==> config.mk <==
export PLATFORM = sky130hd
export DESIGN_NAME = mem_port_arbiter
export DESIGN_NICKNAME = d
export VERILOG_FILES = /design/src/rtl/mem_port_arbiter_pkg.sv /design/src/rtl/mem_port_arbiter_starve_counter.sv /design/src/rtl/mem_port_arbiter.sv
export SDC_FILE = /design/constraint.sdc
export NUM_CORES = 1
export LEC_CHECK = 0
export CAP_MARGIN = 5
export CELL_PAD_IN_SITES_DETAIL_PLACEMENT = 0
export CELL_PAD_IN_SITES_GLOBAL_PLACEMENT = 1
export CORE_MARGIN = 2
export CORE_UTILIZATION = 14
export CTS_BUF_LIST = sky130_fd_sc_hd__clkbuf_2
export CTS_CLUSTER_DIAMETER = 60
export DETAILED_ROUTE_END_ITERATION = 8
export PLACE_DENSITY_LB_ADDON = 0.1
export SYNTH_ARGS = -nofsm -noshare
export SYNTH_HDL_FRONTEND = slang
export SYNTH_HIERARCHICAL = 1
export SYNTH_SLANG_ARGS = --single-unit
==> constraint.sdc <==
create_clock -name clk -period 6.3 [get_ports clk]
set_clock_uncertainty 0.2 [all_clocks]
set_input_delay 0.63 -clock clk [delete_from_list [all_inputs] [get_ports clk]]
set_output_delay 0.63 -clock clk [all_outputs]
set_load 0.01 [all_outputs]
==> src/rtl/mem_port_arbiter_pkg.sv <==
// Shared definitions for the memory-port arbiter: default widths and the
// response-selector encoding.
package cpu_pkg;

  localparam int unsigned AW_DEF = 32;
  localparam int unsigned DW_DEF = 32;

  typedef enum logic [1:0] {
    RESP_NONE = 2'd0,
    RESP_I    = 2'd1,
    RESP_D    = 2'd2
  } resp_sel_e;

endpackage

==> src/rtl/mem_port_arbiter_starve_counter.sv <==
// Saturating count of D grants that passed a waiting I request; force_i_o
// asserts once the limit is reached so the I-port wins the next contention.
module starve_counter #(
  parameter int unsigned STARVE_MAX = 4
) (
  input  logic clk_i,
  input  logic rst_i,
  input  logic inc_i,
  input  logic clr_i,
  output logic force_i_o
);

  logic [3:0] cnt_q, cnt_d;

  always_comb begin
    cnt_d = cnt_q;
    if (clr_i)
      cnt_d = '0;
    else if (inc_i && (cnt_q != 4'(STARVE_MAX)))
      cnt_d = cnt_q + 4'd1;
  end

  always_ff @(posedge clk_i) begin
    if (rst_i) cnt_q <= '0;
    else       cnt_q <= cnt_d;
  end

  assign force_i_o = (cnt_q == 4'(STARVE_MAX));

endmodule

==> src/rtl/mem_port_arbiter.sv <==
// Arbitrates one single-ported synchronous memory between the fetch (I) and
// load/store (D) requesters and routes the one-cycle-late read data back.
module mem_port_arbiter
  import cpu_pkg::*;
#(
  parameter int unsigned AW         = AW_DEF,
  parameter int unsigned DW         = DW_DEF,
  parameter int unsigned STARVE_MAX = 4
) (
  input  logic          clk,
  input  logic          rst,
  input  logic          i_req,
  input  logic [AW-1:0] i_addr,
  output logic          i_gnt,
  output logic          i_rvalid,
  output logic [DW-1:0] i_rdata,
  input  logic          i_flush,
  input  logic          d_req,
  input  logic          d_we,
  input  logic [AW-1:0] d_addr,
  input  logic [DW-1:0] d_wdata,
  output logic          d_gnt,
  output logic          d_rvalid,
  output logic [DW-1:0] d_rdata,
  output logic          mem_en,
  output logic          mem_we,
  output logic [AW-3:0] mem_addr,
  output logic [DW-1:0] mem_wdata,
  input  logic [DW-1:0] mem_rdata
);

  resp_sel_e resp_q, resp_d;
  logic      flush_q;
  logic      force_i;
  logic      unused_byte_bits;

  assign unused_byte_bits = ^{i_addr[1:0], d_addr[1:0]};

  starve_counter #(.STARVE_MAX(STARVE_MAX)) u_starve (
    .clk_i     (clk),
    .rst_i     (rst),
    .inc_i     (d_gnt & i_req),
    .clr_i     (i_gnt | ~i_req),
    .force_i_o (force_i)
  );

  // Grants are held off during reset so the memory port stays quiet.
  always_comb begin
    i_gnt = ~rst & i_req & (~d_req | force_i);
    d_gnt = ~rst & d_req & ~(i_req & force_i);
  end

  always_comb begin
    mem_en    = i_gnt | d_gnt;
    mem_we    = d_gnt & d_we;
    mem_addr  = '0;
    mem_wdata = '0;
    if (d_gnt) begin
      mem_addr  = d_addr[AW-1:2];
      mem_wdata = d_wdata;
    end else if (i_gnt) begin
      mem_addr  = i_addr[AW-1:2];
    end
  end

  always_comb begin
    resp_d = RESP_NONE;
    if (i_gnt)
      resp_d = RESP_I;
    else if (d_gnt && !d_we)
      resp_d = RESP_D;
  end

  always_ff @(posedge clk) begin
    if (rst) begin
      resp_q  <= RESP_NONE;
      flush_q <= 1'b0;
    end else begin
      resp_q  <= resp_d;
      flush_q <= i_flush & i_gnt;
    end
  end

  // A flush in the return cycle squashes the fetch already awaiting return.
  always_comb begin
    i_rvalid = (resp_q == RESP_I) & ~flush_q & ~i_flush;
    d_rvalid = (resp_q == RESP_D);
    i_rdata  = mem_rdata;
    d_rdata  = mem_rdata;
  end

endmodule
Word-level counts from Yosys, hierarchy flattened --
Cells that the tools add are included.
Operators by class: add/sub/neg operators 1, eq/ne operators 4, muxes and demuxes 5, bitwise gates (word level) 19, reductions and logical operators 5
Operators with widths (count):
- $mux W30 | 2
- $mux W32 | 1
- $and A1 B1 Y1 | 10
- $not A1 Y1 | 6
- $add A4 B1 Y4 const B | 1
- $eq A4 B3 Y1 const B | 1
- $ne A4 B3 Y1 const B | 1
- $reduce_or A2 Y1 | 2
- $or A1 B1 Y1 | 3
- $eq A2 B1 Y1 const B | 1
- $eq A2 B2 Y1 const B | 1
- $logic_and A1 B1 Y1 | 2
- $mux W2 | 1
- $logic_not A1 Y1 | 1
- $mux W1 | 1
Storage, ports and cells: register bits after elaboration 7, input bits 134, output and inout port bits 132, logic and storage cells 38

Logic depth before layout (Yosys ltp) --
word-level depth 7, depth in mapped cells 11, gate-level depth less buffers 10

Hierarchy --
The synthesis kept the hierarchy.
By module, submodules not included:
- mem_port_arbiter | instances 1, cells an instance 193, area each 1383.8 um^2, seq. area each 60.1 um^2
- starve_counter | instances 1, cells an instance 25, area each 229.0 um^2, seq. area each 80.1 um^2

Least setup slack after synthesis --
OpenSTA, ideal clock, no wires.
path type input to register, start point in i_req, end point reg u_starve.cnt_q[3], library setup time 59 ps, data arrival time 1978 ps, required time 6041 ps, setup slack 4063 ps, cell stages on the path 6, path buffers 2, cells stage by stage buf_4 -> buf_2 -> nor3b_1 -> nand4_2 -> nor4b_2 -> a31o_1
Between the ends: word-level cells in the longest chain between the ends 5, elaborated cells between the ends (all ways) 10, those cells by class bitwise (8); reduce/logical (2)
Ends and longest elaborated chain:
- start, declared | RTL line mem_port_arbiter.sv:12 | input logic i_req,
- $and A1 B1 Y1 | RTL line mem_port_arbiter.sv:50 | d_gnt = ~rst & d_req & ~(i_req & force_i);
- $not A1 Y1 | RTL line mem_port_arbiter.sv:50
- $and A1 B1 Y1 | RTL line mem_port_arbiter.sv:50
- $and A1 B1 Y1 | RTL line mem_port_arbiter.sv:42 | .inc_i (d_gnt & i_req),
- $logic_and A1 B1 Y1 | RTL line mem_port_arbiter_starve_counter.sv:19 | else if (inc_i && (cnt_q != 4'(STARVE_MAX)))
- end signal, assigned | RTL line mem_port_arbiter_starve_counter.sv:25 | else cnt_q <= cnt_d;
- end, declared | RTL line mem_port_arbiter_starve_counter.sv:13 | logic [3:0] cnt_q, cnt_d;
Several ways; a longest one is shown, not always the timed one. A chain may end at the register's enable or synchronous reset.

Worst setup path after layout --
start point in i_req, end point out mem_wdata[14]
Between the ends: word-level cells in the longest chain between the ends 4
Ends and longest elaborated chain:
- $and A1 B1 Y1 | RTL line mem_port_arbiter.sv:50
- $not A1 Y1 | RTL line mem_port_arbiter.sv:50
- $and A1 B1 Y1 | RTL line mem_port_arbiter.sv:50
- $mux W32 | RTL line mem_port_arbiter.sv:58 | if (d_gnt) begin
- end, declared | RTL line mem_port_arbiter.sv:28 | output logic [DW-1:0] mem_wdata,
Every way passes these cells.

==> reports/results.ini <==
[worst_hold_path]
holdCritPathClass=reg -> reg

[floorplanning]
die_area_um2=12400
core_um2=11300
ioPinCount=266
rows=39
fp.dieW_um=111
start_util=0.142
die_h_um=111

[routing]
drc_errors=0
avgRoutedWirePerCell_um=14.4
vias=1746
wl_met2_um=3300
wirelength_um=6500
met3_length_um=467
vias_per_cell=3.87
drt-initial-drc-count=75
highest_layer=met4
dr.pass1.iters=3
ant_nets=0
drt-met1-wl_um=2700

[placement]
gp_congestion=0.695
dpl.hpwl_um=4990
dpl_cell_area_um2=2840
portBuffers=165

[setup_path]
crit_chain=clkdlybuf4s50_1 -> buf_4 -> a21oi_4 -> and2_1 -> clkdlybuf4s50_1
critPathTopFamily=buffers and inverters
cp_max_fo=35
crit_slowest_cell=clkdlybuf4s50_1
path_class=in -> out
arrival_ns=3.35
required_ns=5.47
critPathBufInv=3
cpMostUsedCell=clkdlybuf4s50_1
worst_setup_path_end_kind=primary output
rrSetupSlack_ns=3.85
cp-start-kind=primary input
max_stage_delay_ns=0.86

[logic_synthesis]
synth_fa_ha_area_frac=0.0155
synthXorXnorAreaFrac=0
yosysWarningCount=6
ys_types=28
synthArstFlopShare=0
synth_top_cell_by_area=buf_4
synth_top_area_share=0.317
syn-instance-count=218
seq_area_frac_synth=0.0869
synthSimpleGateAreaFrac=0.292
synth_top_family_by_area=buffers and inverters
synth_seq_cells=7
synth_top_cells_by_count=buf_4 (68), nor2_1 (36), and2_1 (33)
synthMuxAreaShare=0
mappedNetlistNets=354
synth_area_per_cell_um2=7.40
synthTopCellsByArea=buf_4 (32%), a32oi_1 (16%), and2_1 (13%)
syn_area_um2=1610
synth_most_common_cell=buf_4
synth_ff_type=dfxtp_1
synth_edf_count=0
synth_compound_area_frac=0.212

[grt]
overflow=0
grt_usage=0.0950
antenna_found_initial=0
grt_pass1_wl_um=9550
grt_pass1_vias=1649
grt_max_degree=39

[cts]
cts_root_buf=clkbuf_2
cts_made_buffers=3
cts_tree=yes
path_clk_slew_ns=0.07
cts_hold_buf=0
cts_setup_buffers=0
htree_levels=1
clock-sinks=7
cts.path.max_buffers=2
ctsResizeCount=0
clk_latency_ns=0.24

[sta]
timing.fmax_mhz=239
fin_setup_tns_ns=0
worstMarginPinSlew_ns=0.892
rsz0062_at_grt=false
slew_violations=0
setup_viol=0
period_share=0.663
hold_violations=0
layout_min_cycle_time_ns=4.18
slew_headroom=0.404

[finish]
num-nets-final=445
final_area_um2=2860
seq_area_um2=140
fillCellCount=1257
syn2layout_area_growth_pct=77.5
multi_input_area_um2=838
antenna_cells=0
drive_above_1_share=0.0455

[power_and_ir_drop]
leakagePower_nw=1.00
ir_worst_vdd_mv=0.0584
p_per_area_nw_per_um2=82.4

[status]
status=finished, final reports clean

[job]
cap_viol_max_count=0

## power by group
group / switching [mW] / internal (mW) / leakage (nW)
logic: 0.0553 / 0.101 / 0.928
clock network: 0.0172 / 0.0169 / 0.0166
registers: 0.000405 / 0.0450 / 0.0568
## worst reg2reg max path: cells and delay by family, from the launching register on
| family | cells | cell delay [ns] |
|---|---|---|
| buffers and inverters | 3 | 0.36 |
| DFF | 1 | 0.34 |
| AOI/OAI and AO/OA | 2 | 0.44 |
| adders and majority gates | 1 | 0.15 |
| and+or+nand+nor | 4 | 0.86 |
## sequential cells by signal (all words and copies together) (netlist names)
register / cells
flush_q: 1
resp_q: 2
u_starve/cnt_q: 4
## cell families after synthesis
| kind of cell | count (synthesis) |
|---|---|
| AND/OR/NAND/NOR | 84 |
| adder cells (fa/ha/maj) | 2 |
| AO/OA/AOI/OAI | 39 |
| buffers and inverters | 86 |
| flip-flops | 7 |
## layer usage
| layer | vias up | GRT usage |
|---|---|---|
| met1 | 790 | 0.118 |
| met4 | 0 | 0.0156 |
| li1 | 866 | - |
| met5 | - | 0 |
| met3 | 10 | 0.0261 |
| met2 | 80 | 0.167 |
## cells in the final DEF (no fill, tap or decap), drive strengths merged
cell	Yosys	layout
a21boi	3	3
a21oi	2	2
a31o	1	1
a32oi	30	30
and2	33	33
buf	78	2
clkbuf	3	4
clkdlybuf4s50	0	165
dfxtp	7	7
ha	2	2
inv	5	5
nand2	1	1
nand2b	2	2
nand3	3	3
nand3b	1	1
nand4	1	1
nor2	36	36
nor2b	2	2
nor3b	2	2
nor4	1	1
nor4b	2	2
o21ai	3	3
## area by class of cell
type | count | area share
tap | 143 | 0.0625
timing repair buffer | 167 | 0.582
inverter | 5 | 0.00656
clock buffer | 4 | 0.00699
sequential | 7 | 0.0490
multi-input combinational | 125 | 0.293
## final timing paths
path / end / start / cells past startpoint
max: mem_wdata[14] / i_req / 5
min: u_starve/cnt_q[0] / u_starve/cnt_q[0] / 2
max reg2reg: u_starve/cnt_q[3] / u_starve/cnt_q[0] / 10
min reg2reg: u_starve/cnt_q[0] / u_starve/cnt_q[0] / 2
## stage by stage
step | setup WS [ns] | util | hold WS (ns) | instances | total power, mW
after floorplan | 4.06 | - | 0.284 | 218 | 0.143
after global placement | 2.05 | 0.251 | 0.320 | 447 | 0.205
after detailed placement | 2.10 | 0.251 | 0.317 | 447 | 0.205
after CTS | 2.09 | 0.253 | 0.327 | 451 | 0.242
after global routing | 1.97 | 0.253 | 0.366 | 451 | 0.252
final | 2.12 | 0.253 | 0.326 | 451 | 0.236
Note: power is estimated with default switching activity, not from simulation.
